===== src/rtl/control_fsm_pkg.sv =====
// Shared constants for the multicycle controller and ALU: state encoding, opcodes,
// funct codes, ALU operation codes and the bundled control-word type.
package control_fsm_pkg;

    localparam logic [3:0] S_FETCH  = 4'd0;
    localparam logic [3:0] S_DECODE = 4'd1;
    localparam logic [3:0] S_MEMADR = 4'd2;
    localparam logic [3:0] S_MEMRD  = 4'd3;
    localparam logic [3:0] S_MEMWB  = 4'd4;
    localparam logic [3:0] S_MEMWR  = 4'd5;
    localparam logic [3:0] S_REXEC  = 4'd6;
    localparam logic [3:0] S_RWB    = 4'd7;
    localparam logic [3:0] S_BRANCH = 4'd8;
    localparam logic [3:0] S_JUMP   = 4'd9;
    localparam logic [3:0] S_ADDIEX = 4'd10;
    localparam logic [3:0] S_ADDIWB = 4'd11;

    localparam logic [5:0] OP_RTYPE = 6'b000000;
    localparam logic [5:0] OP_LW    = 6'b100011;
    localparam logic [5:0] OP_SW    = 6'b101011;
    localparam logic [5:0] OP_BEQ   = 6'b000100;
    localparam logic [5:0] OP_J     = 6'b000010;
    localparam logic [5:0] OP_ADDI  = 6'b001000;

    localparam logic [5:0] FN_ADD = 6'b100000;
    localparam logic [5:0] FN_SUB = 6'b100010;
    localparam logic [5:0] FN_AND = 6'b100100;
    localparam logic [5:0] FN_OR  = 6'b100101;
    localparam logic [5:0] FN_SLT = 6'b101010;
    localparam logic [5:0] FN_NOR = 6'b100111;

    localparam logic [3:0] ALU_AND = 4'b0000;
    localparam logic [3:0] ALU_OR  = 4'b0001;
    localparam logic [3:0] ALU_ADD = 4'b0010;
    localparam logic [3:0] ALU_NOR = 4'b0011;
    localparam logic [3:0] ALU_SUB = 4'b0110;
    localparam logic [3:0] ALU_SLT = 4'b0111;

    typedef struct packed {
        logic       mem_read;
        logic       mem_write;
        logic       iord;
        logic       ir_write;
        logic       reg_write;
        logic       reg_dst;
        logic       mem_to_reg;
        logic       alu_src_a;
        logic       pc_en;
        logic [1:0] alu_src_b;
        logic [1:0] pc_src;
        logic [3:0] alu_con;
        logic       illegal_op;
    } ctrl_t;

    // All enables off; the ALU idles on add.
    function automatic ctrl_t ctrl_default();
        ctrl_t c;
        c         = '0;
        c.alu_con = ALU_ADD;
        return c;
    endfunction

endpackage


===== src/rtl/alu_decoder.sv =====
// Maps the R-type funct field onto an ALU operation code; flags unsupported functs.
module alu_decoder
    import control_fsm_pkg::*;
(
    input  logic [5:0] i_funct,
    output logic [3:0] o_alu_con,
    output logic       o_illegal
);

    always_comb begin
        o_alu_con = ALU_ADD;
        o_illegal = 1'b0;
        case (i_funct)
            FN_ADD:  o_alu_con = ALU_ADD;
            FN_SUB:  o_alu_con = ALU_SUB;
            FN_AND:  o_alu_con = ALU_AND;
            FN_OR:   o_alu_con = ALU_OR;
            FN_SLT:  o_alu_con = ALU_SLT;
            FN_NOR:  o_alu_con = ALU_NOR;
            default: o_illegal = 1'b1;
        endcase
    end

endmodule


===== src/rtl/control_fsm.sv =====
// Moore-style multicycle controller: sequences fetch, decode and per-instruction
// execute/memory/writeback states and drives the datapath enables and selects.
module control_fsm
    import control_fsm_pkg::*;
(
    input  logic       clk,
    input  logic       reset,
    input  logic [5:0] Op,
    input  logic [5:0] Funct,
    input  logic       Zero,
    input  logic       MemReady,
    output logic       MemRead,
    output logic       MemWrite,
    output logic       IorD,
    output logic       IRWrite,
    output logic       RegWrite,
    output logic       RegDst,
    output logic       MemtoReg,
    output logic       ALUSrcA,
    output logic       PCEn,
    output logic [1:0] ALUSrcB,
    output logic [1:0] PCSrc,
    output logic [3:0] ALUCon,
    output logic       IllegalOp
);

    logic [3:0] r_state;
    logic       r_is_sw;
    logic [3:0] w_next_state;
    logic [3:0] w_funct_alu_con;
    logic       w_funct_illegal;
    ctrl_t      w_ctrl;

    alu_decoder u_alu_decoder (
        .i_funct   (Funct),
        .o_alu_con (w_funct_alu_con),
        .o_illegal (w_funct_illegal)
    );

    // Load/store choice is captured in DECODE so later Op changes cannot redirect MEMADR.
    always_ff @(posedge clk) begin
        if (reset) begin
            r_state <= S_FETCH;
            r_is_sw <= 1'b0;
        end else begin
            r_state <= w_next_state;
            if (r_state == S_DECODE) begin
                r_is_sw <= (Op == OP_SW);
            end
        end
    end

    always_comb begin
        w_next_state = r_state;
        case (r_state)
            S_FETCH:  if (MemReady) w_next_state = S_DECODE;
            S_DECODE: begin
                case (Op)
                    OP_LW, OP_SW: w_next_state = S_MEMADR;
                    OP_RTYPE:     w_next_state = S_REXEC;
                    OP_BEQ:       w_next_state = S_BRANCH;
                    OP_J:         w_next_state = S_JUMP;
                    OP_ADDI:      w_next_state = S_ADDIEX;
                    default:      w_next_state = S_FETCH;
                endcase
            end
            S_MEMADR: w_next_state = r_is_sw ? S_MEMWR : S_MEMRD;
            S_MEMRD:  if (MemReady) w_next_state = S_MEMWB;
            S_MEMWR:  if (MemReady) w_next_state = S_FETCH;
            S_REXEC:  w_next_state = w_funct_illegal ? S_FETCH : S_RWB;
            S_ADDIEX: w_next_state = S_ADDIWB;
            S_MEMWB, S_ADDIWB, S_RWB, S_BRANCH, S_JUMP: w_next_state = S_FETCH;
            default:  w_next_state = S_FETCH;
        endcase
    end

    always_comb begin
        w_ctrl = ctrl_default();
        case (r_state)
            S_FETCH: begin
                w_ctrl.mem_read  = 1'b1;
                w_ctrl.alu_src_b = 2'b01;
                w_ctrl.ir_write  = MemReady;
                w_ctrl.pc_en     = MemReady;
            end
            S_DECODE: begin
                w_ctrl.alu_src_b = 2'b11;
                case (Op)
                    OP_LW, OP_SW, OP_RTYPE, OP_BEQ, OP_J, OP_ADDI: w_ctrl.illegal_op = 1'b0;
                    default: w_ctrl.illegal_op = 1'b1;
                endcase
            end
            S_MEMADR, S_ADDIEX: begin
                w_ctrl.alu_src_a = 1'b1;
                w_ctrl.alu_src_b = 2'b10;
            end
            S_MEMRD: begin
                w_ctrl.mem_read = 1'b1;
                w_ctrl.iord     = 1'b1;
            end
            S_MEMWR: begin
                w_ctrl.mem_write = 1'b1;
                w_ctrl.iord      = 1'b1;
            end
            S_MEMWB: begin
                w_ctrl.reg_write  = 1'b1;
                w_ctrl.mem_to_reg = 1'b1;
            end
            S_ADDIWB: w_ctrl.reg_write = 1'b1;
            S_REXEC: begin
                w_ctrl.alu_src_a  = 1'b1;
                w_ctrl.alu_con    = w_funct_alu_con;
                w_ctrl.illegal_op = w_funct_illegal;
            end
            S_RWB: begin
                w_ctrl.reg_write = 1'b1;
                w_ctrl.reg_dst   = 1'b1;
            end
            S_BRANCH: begin
                w_ctrl.alu_src_a = 1'b1;
                w_ctrl.alu_con   = ALU_SUB;
                w_ctrl.pc_src    = 2'b01;
                w_ctrl.pc_en     = Zero;
            end
            S_JUMP: begin
                w_ctrl.pc_src = 2'b10;
                w_ctrl.pc_en  = 1'b1;
            end
            default: w_ctrl = ctrl_default();
        endcase

        // Reset masks every side effect immediately, leaving selects at fetch values.
        if (reset) begin
            w_ctrl           = ctrl_default();
            w_ctrl.alu_src_b = 2'b01;
        end
    end

    assign MemRead   = w_ctrl.mem_read;
    assign MemWrite  = w_ctrl.mem_write;
    assign IorD      = w_ctrl.iord;
    assign IRWrite   = w_ctrl.ir_write;
    assign RegWrite  = w_ctrl.reg_write;
    assign RegDst    = w_ctrl.reg_dst;
    assign MemtoReg  = w_ctrl.mem_to_reg;
    assign ALUSrcA   = w_ctrl.alu_src_a;
    assign PCEn      = w_ctrl.pc_en;
    assign ALUSrcB   = w_ctrl.alu_src_b;
    assign PCSrc     = w_ctrl.pc_src;
    assign ALUCon    = w_ctrl.alu_con;
    assign IllegalOp = w_ctrl.illegal_op;

endmodule


===== config.mk =====
export PLATFORM = sky130hd
export DESIGN_NAME = control_fsm
export DESIGN_NICKNAME = d
export VERILOG_FILES = /design/src/rtl/control_fsm_pkg.sv /design/src/rtl/alu_decoder.sv /design/src/rtl/control_fsm.sv
export SDC_FILE = /design/constraint.sdc
export NUM_CORES = 1
export LEC_CHECK = 0
export CORE_ASPECT_RATIO = 1.2
export CORE_MARGIN = 5
export CORE_UTILIZATION = 43
export DETAILED_ROUTE_END_ITERATION = 8
export GPL_TIMING_DRIVEN = 0
export PLACE_DENSITY = 0.85
export SLEW_MARGIN = 30
export SYNTH_ARGS = -nofsm -noshare
export SYNTH_HDL_FRONTEND = slang
export SYNTH_SLANG_ARGS = --single-unit

===== constraint.sdc =====
create_clock -name clk -period 3.02 [get_ports clk]
set_input_delay 0.453 -clock clk [delete_from_list [all_inputs] [get_ports clk]]
set_output_delay 0.453 -clock clk [all_outputs]
set_load 0.005 [all_outputs]

==> Word level (Yosys, flattened, before mapping) <==
Cells that the tools add are included.
{ "classes": {"add_sub_neg": 0, "multipliers": 0, "div_mod_pow": 0, "n_lt_le_gt_ge": 0, "n_eq_ne": 25, "n_shift": 0, "muxes": 24, "bitwise_logic": 0, "n_reduce_logical": 11} }
{ "ops": {"columns": ["operator", "count"], "rows": [
  ["6-bit equality test (second input constant)", 8],
  ["4-bit case mux with 7 select lines", 1],
  ["4-bit case mux with 5 select lines", 1],
  ["18-bit two-way mux", 1],
  ["4-bit by 3-bit equality test with 1-bit output (second input constant)", 4],
  ["4-bit equality test (second input constant)", 4],
  ["3-bit case mux with 5 select lines", 1],
  ["4-bit two-way mux", 3],
  ["6-bit OR reduction", 2],
  ["1-bit two-way mux", 10],
  ["4-bit by 2-bit equality test with 1-bit output (second input constant)", 2],
  ["4-bit case mux with 2 select lines", 1],
  ["2-bit OR reduction", 4],
  ["6-bit by 2-bit equality test with 1-bit output (second input constant)", 1],
  ["6-bit by 3-bit equality test with 1-bit output (second input constant)", 1],
  ["6-bit by 4-bit equality test with 1-bit output (second input constant)", 1],
  ["6-bit zero test", 1],
  ["3-bit two-way mux", 2],
  ["2-bit != test (second input constant)", 3],
  ["2-bit case mux with 3 select lines", 1],
  ["4-bit by 1-bit equality test with 1-bit output (second input constant)", 1],
  ["4-bit zero test", 1],
  ["2-bit case mux with 2 select lines", 1],
  ["4-bit OR reduction", 1],
  ["other kinds (4)", 4]
]} }
{ "word_totals": {"ff_bits": 5, "latchBits": 0, "ramBits": 0, "rom_bits": 0, "word_cells": 62, "mem_count": 0} }

==> Longest topological paths before layout <==
Gate-level depths: netlist of run 1.
{ "depth": {"depth_word": 5, "ltp_mapped": 5} }

==> By module <==
A second synthesis of run 1 with hierarchy kept.
{ "hier_totals": {"cells_unflattened": 107, "hier_area_um2": 764.5} }
{ "by_module_without_submodules": {"columns": ["module", "n_inst", "cells_each", "area_per_inst_um2"], "rows": [
  ["control_fsm", 1, 96, 670.6],
  ["alu_decoder", 1, 11, 93.8]
]} }

==> Least setup slack after synthesis of run 1 <==
OpenSTA, ideal clock, no wires.
{ "synth_path": {"kind": "input to output", "start": "input reset", "end": "output ALUCon[1]", "t_arrival_ps": 1388, "required_ps": 2567, "slack_ps": 1179, "path_stages": 4, "n_path_buf": 1, "path_cell_list": "clkbuf_1 nor3_1 nand3b_1 or4b_1"} }
{ "synth_between": {"elab_chain_cells": 1} }
{ "synth_lines": {"columns": ["item", "line_no", "text"], "rows": [
  ["start: declaration", "control_fsm.sv:7", "input logic reset,"],
  ["18-bit two-way mux", "control_fsm.sv:133", "if (reset) begin"],
  ["end: declaration", "control_fsm.sv:23", "output logic [3:0] ALUCon,"]
]} }
Every way passes these cells.

==> Worst setup path after layout of run 1 <==
{ "layout_path": {"start": "input Op[2]", "end": "output IllegalOp"} }
{ "layout_between": {"elab_chain_cells": 5, "word_cells_on_any_way": 10, "classes_between": "5 x eq/ne; 3 x mux; 2 x reduce/logical"} }
{ "layout_lines": {"columns": ["item", "line_no", "text"], "rows": [
  ["start: declaration", "control_fsm.sv:8", "input logic [5:0] Op,"],
  ["6-bit equality test (tied with other cells)", "control_fsm.sv:88", "case (Op)"],
  ["6-bit OR reduction (*)", "control_fsm.sv:88", null],
  ["1-bit two-way mux (*)", "control_fsm.sv:88", null],
  ["1-bit case mux with 2 select lines (*)", "control_fsm.sv:79", "case (r_state)"],
  ["18-bit two-way mux (*)", "control_fsm.sv:133", null],
  ["end: declaration", "control_fsm.sv:24", "output logic IllegalOp"]
]} }
Mark *: on every way between the ends. The rest lies on a longest branch, timed or not.

==> results of run 1 <==
[worst max-delay path by stage]
stage          start        end  slack (ps)  depth (start not counted)
2_1_floorplan  reset  ALUCon[1]        1180                          4
3_3_place_gp   Op[2]  IllegalOp         150                          6
3_5_place_dp   Op[2]  IllegalOp         120                          6
4_1_cts        Op[2]  IllegalOp         120                          6
5_1_grt        Op[2]  IllegalOp          60                          6
6_report       Op[2]  IllegalOp         110                          6
[flip-flops by register name (all words and copies together), names as in the netlist]
name     cells
r_state      4
r_is_sw      1
[area by class of cell]
| cell class | instances | area [um^2] | area share, % |
|---|---|---|---|
| Multi-Input combinational cell | 88 | 544 | 51.9 |
| Timing Repair Buffer | 31 | 310 | 29.6 |
| Sequential cell | 5 | 100 | 9.55 |
| Buffer | 7 | 35.0 | 3.34 |
| Clock buffer | 4 | 26.3 | 2.51 |
| Tap cell | 17 | 21.3 | 2.03 |
| Inverter | 3 | 11.3 | 1.07 |
[routing by layer]
| metal | global-route usage, % | wire, um | part of all wire, % |
|---|---|---|---|
| met5 | 0 | 0 | 0 |
| met4 | 10.4 | 24 | 1.1 |
| met3 | 3.34 | 198 | 9.2 |
| met2 | 33.3 | 1070 | 50 |
| met1 | 22.3 | 854 | 40 |
[power groups by stage]
stage	logic (mW)	registers, mW	clock network [mW]
after global placement	0.0817	0.0703	0
after floorplan	0.0408	0.0701	0
after global routing	0.0927	0.0697	0.0831
after CTS	0.0839	0.0694	0.0786
final	0.0845	0.0695	0.0749
after detailed placement	0.0836	0.0705	0
[critical path, delay by kind of cell]
kind / cells / cell delay (ps)
AND/OR/NAND/NOR: 2 / 610
buffers and inverters: 2 / 1140
AO/OA/AOI/OAI: 2 / 240
[placed cells by master (no fill, tap or decap), drive strengths merged, types with 2 or more instances in the layout]
cell	n
clkdlybuf4s50	31
nor2	12
nor3	9
clkbuf	8
nand2b	7
nand2	6
a21oi	6
dfxtp	5
nor2b	3
nand3b	3
nand3	3
o21a	3
buf	3
inv	3
o21ai	3
or3	2
a31oi	2
nor4	2
or2	2
o22ai	2
a2111o	2
o31ai	2
[cell families (layout without fill, tap and decap cells)]
family	Yosys count	count (layout)
AO/OA/AOI/OAI	28	28
multiplexers	2	2
XOR/XNOR	2	2
other	1	1
buffers and inverters	10	45
AND/OR/NAND/NOR	55	55
flip-flops	5	5
==> results.py, run 1 <==
metrics = {
    "sta": {
        "worst_pin_slew_ps": 542,
        "setup_tns_ps": 0,
        "final_max_slew_viol_count": 0,
        "finClkSkew_ps": 0.428,
        "rsz0062_at_grt": "no",
        "finalCritPeriodShare_pct": 96.2,
        "slew_headroom_pct": 63.8,
        "maxClockFrequency_mhz": 344,
        "setup_viol": 0,
        "period_needed_ps": 2910,
        "hold_viol": 0,
        "worst_slack_ps": 115,
        "hold_ws_ps": 471,
    },
    "worst_hold_path": {
        "min_path_cells": 2,
        "hold_path_class": "reg -> reg",
        "holdPathEnd": "r_is_sw",
        "min_from": "r_is_sw",
    },
    "finish": {
        "fin_util_pct": 70.7,
        "syn2layout_area_growth_pct": 51.8,
        "layout.cells.non_filler": 155,
        "final_area_um2": 1050,
        "final_layout_size_suffix_gt1_share_pct": 7.25,
        "fillers": 133,
        "final_nets": 155,
        "antenna_cells": 0,
    },
    "synth": {
        "synthTopCellsByCount": "nor2_1 (11), nor3_1 (9), a21oi_1 (6), nand2_1 (6), nand2b_1 (6)",
        "synthDominantCellAreaShare_pct": 14.5,
        "ys_seq_area_share_pct": 14.5,
        "yosys-mux-area-fraction_pct": 3.08,
        "synth_top_family_by_area": "simple AND/OR/NAND/NOR gates",
        "synthArstFlopShare_pct": 0,
        "synth_cells": 103,
        "syn-cell-area_um2": 691,
        "synthSimpleGateAreaFrac_pct": 44.2,
        "synth_edf_count": 0,
        "netlist-cell-type-count": 45,
        "yosysTopAreaCell": "dfxtp_1",
        "synth_ff_type": "dfxtp_1",
        "synth.area.top_cells": "dfxtp_1 (14%), nor3_1 (6.5%), nor2_1 (6.0%), nand2b_1 (5.4%), a21oi_1 (4.3%)",
        "synth.most_common_cell": "nor2_1",
        "synthAdderAreaFrac_pct": 0,
        "ys_ff_latch": 5,
        "synth-compound-area-share_pct": 28.4,
        "yosysWarnings": 0,
        "avgSynthCellArea_um2": 6.71,
        "syn-num-nets": 119,
        "synth_xor_xnor_area_share_pct": 2.54,
    },
    "placed_design": {
        "place_congestion": 0.948,
        "dp_cells": 151,
        "dp_slack_ps": 119,
        "numPortBuffers": 31,
        "placed_cell_area_um2": 1020,
        "hpwl_um": 1740,
    },
    "run_status": {
        "status": "complete, no violations",
    },
    "clock_network": {
        "cts_tree": "yes",
        "insertion_delay_ps": 240,
        "clockBufferDepth": 2,
        "cts.sinks": 5,
        "cts-root-buf": "clkbuf_4",
        "post-cts-setup-buffers": 0,
        "cts_made_buffers": 3,
        "clkTransAtPathRegs_ps": 40,
        "htree_levels": 1,
        "cts-hold-fix-buffers": 0,
        "ctsResizeCount": 0,
    },
    "pwr": {
        "p_int_mw": 0.162,
        "p_leak_nw": 0.352,
        "power_switching_mw": 0.0668,
        "sw_frac_of_total_pct": 29.2,
        "pwr-share-comb_pct": 36.9,
        "vdd_drop_max_mv": 0.203,
        "power_density_nw_per_um2": 218,
        "p_total_mw": 0.229,
        "clkPwrFrac_pct": 32.7,
        "p_seq_share_pct": 30.4,
    },
    "setup_path": {
        "r2r_slack_ps": 1460,
        "r2r-start": "r_state[2]",
        "worstSetupEndpointType": "output port",
        "crit_arrival_ps": 2450,
        "r2r-end": "r_state[2]",
        "crit_path_start_kind": "input pin",
        "worstPathRequired_ps": 2570,
        "crit_top_cell": "clkdlybuf4s50_1",
        "slowest_stage": "clkdlybuf4s50_1",
        "path_max_fanout": 6,
        "critPathKind": "in -> out",
        "max_stage_delay_ps": 590,
        "worstRegToRegCells": 4,
        "path_cells": "clkdlybuf4s50_1 > nor2_1 > o21a_1 > or4_1 > o41ai_1 > clkdlybuf4s50_1",
    },
    "floorplanning": {
        "initial_core_util_pct": 46.6,
        "fp.coreArea_um2": 1480,
        "core.rowCount": 15,
        "dieArea_um2": 2510,
        "boundaryPins": 34,
        "die_h_um": 53.9,
        "die_w_um": 46.6,
    },
    "detailed_routing": {
        "drc": 0,
        "wl_um": 2140,
        "via_per_inst": 5.95,
        "vias": 922,
        "first_pass_iters": 4,
        "wire_per_inst_um": 13.8,
        "antenna_left": 0,
        "dr.first_iter.drc_count": 20,
    },
    "grt": {
        "gr-usage-all-layers_pct": 19.4,
        "grt_pass1_wl_um": 3590,
        "first_global_vias": 859,
        "grt_max_degree": 11,
        "antenna_found_initial": 0,
        "grt-ovfl-total": 0,
    },
    "job": {
        "cap_viol_max_count": 0,
    },
}
Note: power is estimated with default switching activity, not from simulation.
==> run 2, diff against run 1 <==
- CORE_UTILIZATION: 43 -> 39
- PLACE_DENSITY: 0.85 -> 0.78
- clock period: 3.02 -> 2.9 ns (I/O delays scaled with it)
==> run 2 against run 1 <==
  * Final cell count is 0.65% higher
  * Combinational power is 3.2% higher
  * Die area is 8.2% higher
  * Largest cell class unchanged
  * Largest power group is now clock
==> results.py, run 2 (same netlist as run 1, synthesis figures left out) <==
metrics = {
    "detailed_routing": {
        "vias": 913,
        "wire_per_inst_um": 14.3,
        "dr.first_iter.drc_count": 25,
        "antenna_left": 0,
        "drc": 0,
        "first_pass_iters": 4,
        "via_per_inst": 5.85,
        "wl_um": 2240,
    },
    "clock_network": {
        "clockBufferDepth": 2,
        "cts_tree": "yes",
        "htree_levels": 1,
        "cts_made_buffers": 3,
        "cts.sinks": 5,
        "cts-root-buf": "clkbuf_4",
        "insertion_delay_ps": 270,
        "clkTransAtPathRegs_ps": 60,
    },
    "job": {
        "cap_viol_max_count": 0,
    },
    "grt": {
        "gr-usage-all-layers_pct": 17.2,
        "grt_max_degree": 11,
        "first_global_vias": 889,
        "grt-ovfl-total": 0,
        "antenna_found_initial": 0,
        "grt_pass1_wl_um": 3930,
    },
    "pwr": {
        "pwr-share-comb_pct": 35.0,
        "power_density_nw_per_um2": 236,
        "p_int_mw": 0.167,
        "sw_frac_of_total_pct": 32.9,
        "p_leak_nw": 0.372,
        "p_total_mw": 0.249,
        "p_seq_share_pct": 28.9,
        "clkPwrFrac_pct": 36.1,
        "power_switching_mw": 0.0820,
        "vdd_drop_max_mv": 0.170,
    },
    "sta": {
        "finClkSkew_ps": 10.7,
        "finalCritPeriodShare_pct": 89.5,
        "worst_pin_slew_ps": 520,
        "worst_slack_ps": 305,
        "setup_viol": 0,
        "hold_viol": 0,
        "final_max_slew_viol_count": 0,
        "slew_headroom_pct": 65.2,
        "setup_tns_ps": 0,
        "rsz0062_at_grt": "no",
        "maxClockFrequency_mhz": 385,
        "period_needed_ps": 2590,
    },
    "run_status": {
        "status": "complete, no violations",
    },
    "floorplanning": {
        "die_w_um": 48.4,
        "initial_core_util_pct": 41.6,
        "boundaryPins": 34,
        "die_h_um": 56.1,
        "core.rowCount": 16,
        "fp.coreArea_um2": 1660,
        "dieArea_um2": 2720,
    },
    "placed_design": {
        "numPortBuffers": 31,
        "dp_slack_ps": 37.6,
        "hpwl_um": 1790,
        "place_congestion": 0.830,
    },
    "setup_path": {
        "path_max_fanout": 7,
        "critPathKind": "reg -> out",
        "worstPathRequired_ps": 2470,
        "worstSetupEndpointType": "output port",
        "max_stage_delay_ps": 490,
        "slowest_stage": "or4b_1",
        "crit_path_start_kind": "register",
        "crit_arrival_ps": 2160,
        "path_cells": "nand2b_2 > nor3_1 > nand3b_1 > or4b_1 > clkdlybuf4s50_1",
        "critPathBufInv": 1,
        "critPathTopFamily": "simple AND/OR/NAND/NOR gates",
    },
    "finish": {
        "antenna_cells": 0,
        "final_nets": 155,
        "syn2layout_area_growth_pct": 52.5,
        "layout_common_cells": "clkdlybuf4s50_1 (30), nor2_1 (11), nor3_1 (9)",
        "final_layout_size_suffix_gt1_share_pct": 7.97,
        "layout_commonest_cell": "clkdlybuf4s50_1",
        "regMostFlops": "r_state",
        "largest_reg_flops": 4,
        "reg.largest.list": "r_state x4, r_is_sw x1",
    },
    "worst_hold_path": {
        "hold_path_class": "reg -> reg",
    },
}
-- run 2: power groups by stage --
stage	logic, mW	registers, mW	clock network (mW)
floorplan	0.0425	0.0730	0
global placement	0.0860	0.0733	0
detailed placement	0.0869	0.0735	0
CTS	0.0873	0.0720	0.0873
global route	0.0955	0.0723	0.0976
finish	0.0872	0.0720	0.0898
-- run 2: worst paths after layout --
check / start / to / slack, ps / cells past startpoint
worst max-delay path: r_state[2] / ALUCon[1] / 310 / 5
worst min-delay path: r_is_sw / r_is_sw / 480 / 2
worst max register to register: r_state[2] / r_state[2] / 1390 / 4
worst min register to register: r_is_sw / r_is_sw / 480 / 2
-- run 2: area by class of cell --
class                   instances  area (um^2)
plain buffers                   7         35.0
inverters                       3         11.3
clock buffers                   3         22.5
clock inverters                 1         5.00
repair buffers                 31          313
well taps                      18         22.5
multi-input cells              88          544
flip-flops and latches          5          100
fillers                       165          608
-- run 2: routing by layer --
| metal | up-vias | global-route usage [%] | wire length, um |
|---|---|---|---|
| li1 | 458 | - | - |
| met1 | 419 | 18.5 | 896 |
| met2 | 31 | 30.0 | 1170 |
| met3 | 5 | 4.56 | 139 |
| met4 | 0 | 8.70 | 31 |
| met5 | - | 0 | 0 |
-- run 2: stage by stage --
step                      area, um^2  hold slack (ps)  cells  utilization [%]
after floorplan                  691              441    103                -
after global placement          1020              460    152             61.6
after detailed placement        1020              470    152             61.6
after CTS                       1050              479    156             63.3
final                           1050              477    156             63.4
after global routing            1050              511    156             63.4
-- run 2: tightest hold or removal path: stages, from the launching register on --
cell and delay, ps:
dfxtp_1 320, nand2_1 60, a21oi_1 50
-- run 2: repair_timing --
item                       in CTS  in global routing
hold buffers                    0                  0
setup endpoints to repair       0                  1
setup buffers                   0                  0
gates resized for setup         0                  1
==> run 3, diff against run 2 <==
- CORE_MARGIN: 5 -> 4
==> run 3 against run 2 <==
  * Utilization grew 0.30 points
  * Register-to-register slack lost 20 ps
  * Die area is 7.5% lower
  * Worst hold slack lost 7.5 ps
  * Non-clock buffer count did not move
  * Critical path type unchanged
  * Critical endpoint unchanged
==> results.py, run 3 (same netlist as run 1, synthesis figures left out) <==
metrics = {
    "pwr": {
        "p_total_mw": 0.244,
        "p_int_mw": 0.166,
        "sw_frac_of_total_pct": 31.9,
        "pwr-share-comb_pct": 35.5,
        "power_switching_mw": 0.0779,
        "p_leak_nw": 0.390,
        "vdd_drop_max_mv": 0.210,
        "clkPwrFrac_pct": 35.0,
        "power_density_nw_per_um2": 231,
        "p_seq_share_pct": 29.5,
    },
    "setup_path": {
        "slowest_stage": "or4b_1",
        "path_cells": "nand2b_2 > nor3_1 > nand3b_1 > or4b_1 > clkdlybuf4s50_1",
        "crit_arrival_ps": 2140,
        "critPathBufInv": 1,
        "worstSetupEndpointType": "output port",
        "max_stage_delay_ps": 500,
        "crit_path_start_kind": "register",
        "critPathKind": "reg -> out",
        "critPathTopFamily": "simple AND/OR/NAND/NOR gates",
        "worstPathRequired_ps": 2470,
        "path_max_fanout": 7,
    },
    "detailed_routing": {
        "antenna_left": 0,
        "vias": 890,
        "wire_per_inst_um": 13.7,
        "wl_um": 2130,
        "dr.first_iter.drc_count": 11,
        "drc": 0,
        "first_pass_iters": 4,
        "via_per_inst": 5.71,
    },
    "sta": {
        "setup_viol": 0,
        "period_needed_ps": 2570,
        "setup_tns_ps": 0,
        "rsz0062_at_grt": "no",
        "worst_slack_ps": 327,
        "hold_viol": 0,
        "finClkSkew_ps": 8.53,
        "worst_pin_slew_ps": 531,
        "maxClockFrequency_mhz": 389,
        "finalCritPeriodShare_pct": 88.7,
        "final_max_slew_viol_count": 0,
        "slew_headroom_pct": 64.5,
    },
    "floorplanning": {
        "dieArea_um2": 2510,
        "boundaryPins": 34,
        "core.rowCount": 16,
        "initial_core_util_pct": 41.6,
        "fp.coreArea_um2": 1660,
        "die_h_um": 54.1,
        "die_w_um": 46.4,
    },
    "placed_design": {
        "dp_slack_ps": 56.7,
        "hpwl_um": 1660,
        "place_congestion": 0.874,
        "dp_cells": 152,
        "numPortBuffers": 31,
    },
    "clock_network": {
        "ctsResizeCount": 0,
        "cts-root-buf": "clkbuf_4",
        "cts.sinks": 5,
        "post-cts-setup-buffers": 0,
        "insertion_delay_ps": 260,
        "cts_tree": "yes",
        "htree_levels": 1,
        "clkTransAtPathRegs_ps": 50,
        "clockBufferDepth": 2,
        "cts_made_buffers": 3,
        "cts-hold-fix-buffers": 0,
    },
    "worst_hold_path": {
        "hold_path_class": "reg -> reg",
    },
    "job": {
        "cap_viol_max_count": 0,
    },
    "grt": {
        "grt_max_degree": 11,
        "gr-usage-all-layers_pct": 19.6,
        "antenna_found_initial": 0,
        "grt-ovfl-total": 0,
        "grt_pass1_wl_um": 3600,
        "first_global_vias": 856,
    },
    "finish": {
        "regMostFlops": "r_state",
        "reg.largest.list": "r_state x4, r_is_sw x1",
        "final_nets": 155,
        "final_layout_size_suffix_gt1_share_pct": 7.97,
        "syn2layout_area_growth_pct": 53.3,
        "layout_common_cells": "clkdlybuf4s50_1 (28), nor2_1 (11), nor3_1 (9)",
        "largest_reg_flops": 4,
        "antenna_cells": 0,
        "layout.cells.non_filler": 156,
        "layout_commonest_cell": "clkdlybuf4s50_1",
    },
    "run_status": {
        "status": "complete, no violations",
    },
}
## run 3: cell count changes in the layout (fill, tap and decap cells not counted), sizes merged
cell / delta
dlymetal6s2s: +2
clkdlybuf4s50: -2
## run 3: cell type report
type                    instances  area, um^2
fillers                       148         603
inverters                       3        11.3
multi-input cells              88         544
repair buffers                 31         318
clock inverters                 1        5.00
clock buffers                   3        22.5
flip-flops and latches          5         100
well taps                      18        22.5
plain buffers                   7        35.0
## run 3: power by group through the flow
stage                     combinational [mW]  sequential, mW  clock, mW
final                                 0.0867          0.0720     0.0856
after global routing                  0.0970          0.0721     0.0932
after CTS                             0.0872          0.0719     0.0882
after detailed placement              0.0865          0.0733          0
after global placement                0.0856          0.0733          0
after floorplan                       0.0425          0.0730          0
## run 3: routing by layer
| layer | part of all wire [%] | vias up | track usage [%] | wire (um) |
|---|---|---|---|---|
| met5 | 0 | - | 0 | 0 |
| met3 | 6.7 | 4 | 4.35 | 142 |
| met2 | 50 | 30 | 33.7 | 1060 |
| met1 | 42 | 406 | 23.5 | 895 |
| met4 | 1.7 | 0 | 6.64 | 36 |
| li1 | - | 450 | - | - |
## run 3: worst paths after layout
path	start	cells past startpoint	slack, ps	to
hold / removal	r_is_sw	2	470	r_is_sw
hold reg to reg	r_is_sw	2	470	r_is_sw
setup reg to reg	r_state[1]	5	1370	r_state[1]
setup / recovery	r_state[3]	5	330	ALUCon[1]
## run 3: metrics by stage
| stage | hold WS (ps) | area, um^2 | util [%] |
|---|---|---|---|
| after global routing | 507 | 1060 | 63.7 |
| after CTS | 470 | 1050 | 63.3 |
| after global placement | 457 | 1020 | 61.6 |
| after floorplan | 441 | 691 | - |
| final | 469 | 1060 | 63.7 |
| after detailed placement | 464 | 1020 | 61.6 |
## run 3: worst min-delay path: cells and delay by family, from the launching register on
| kind | cells | cell delay [ps] |
|---|---|---|
| AOI/OAI and AO/OA | 1 | 50 |
| DFF | 1 | 310 |
| and+or+nand+nor | 1 | 50 |
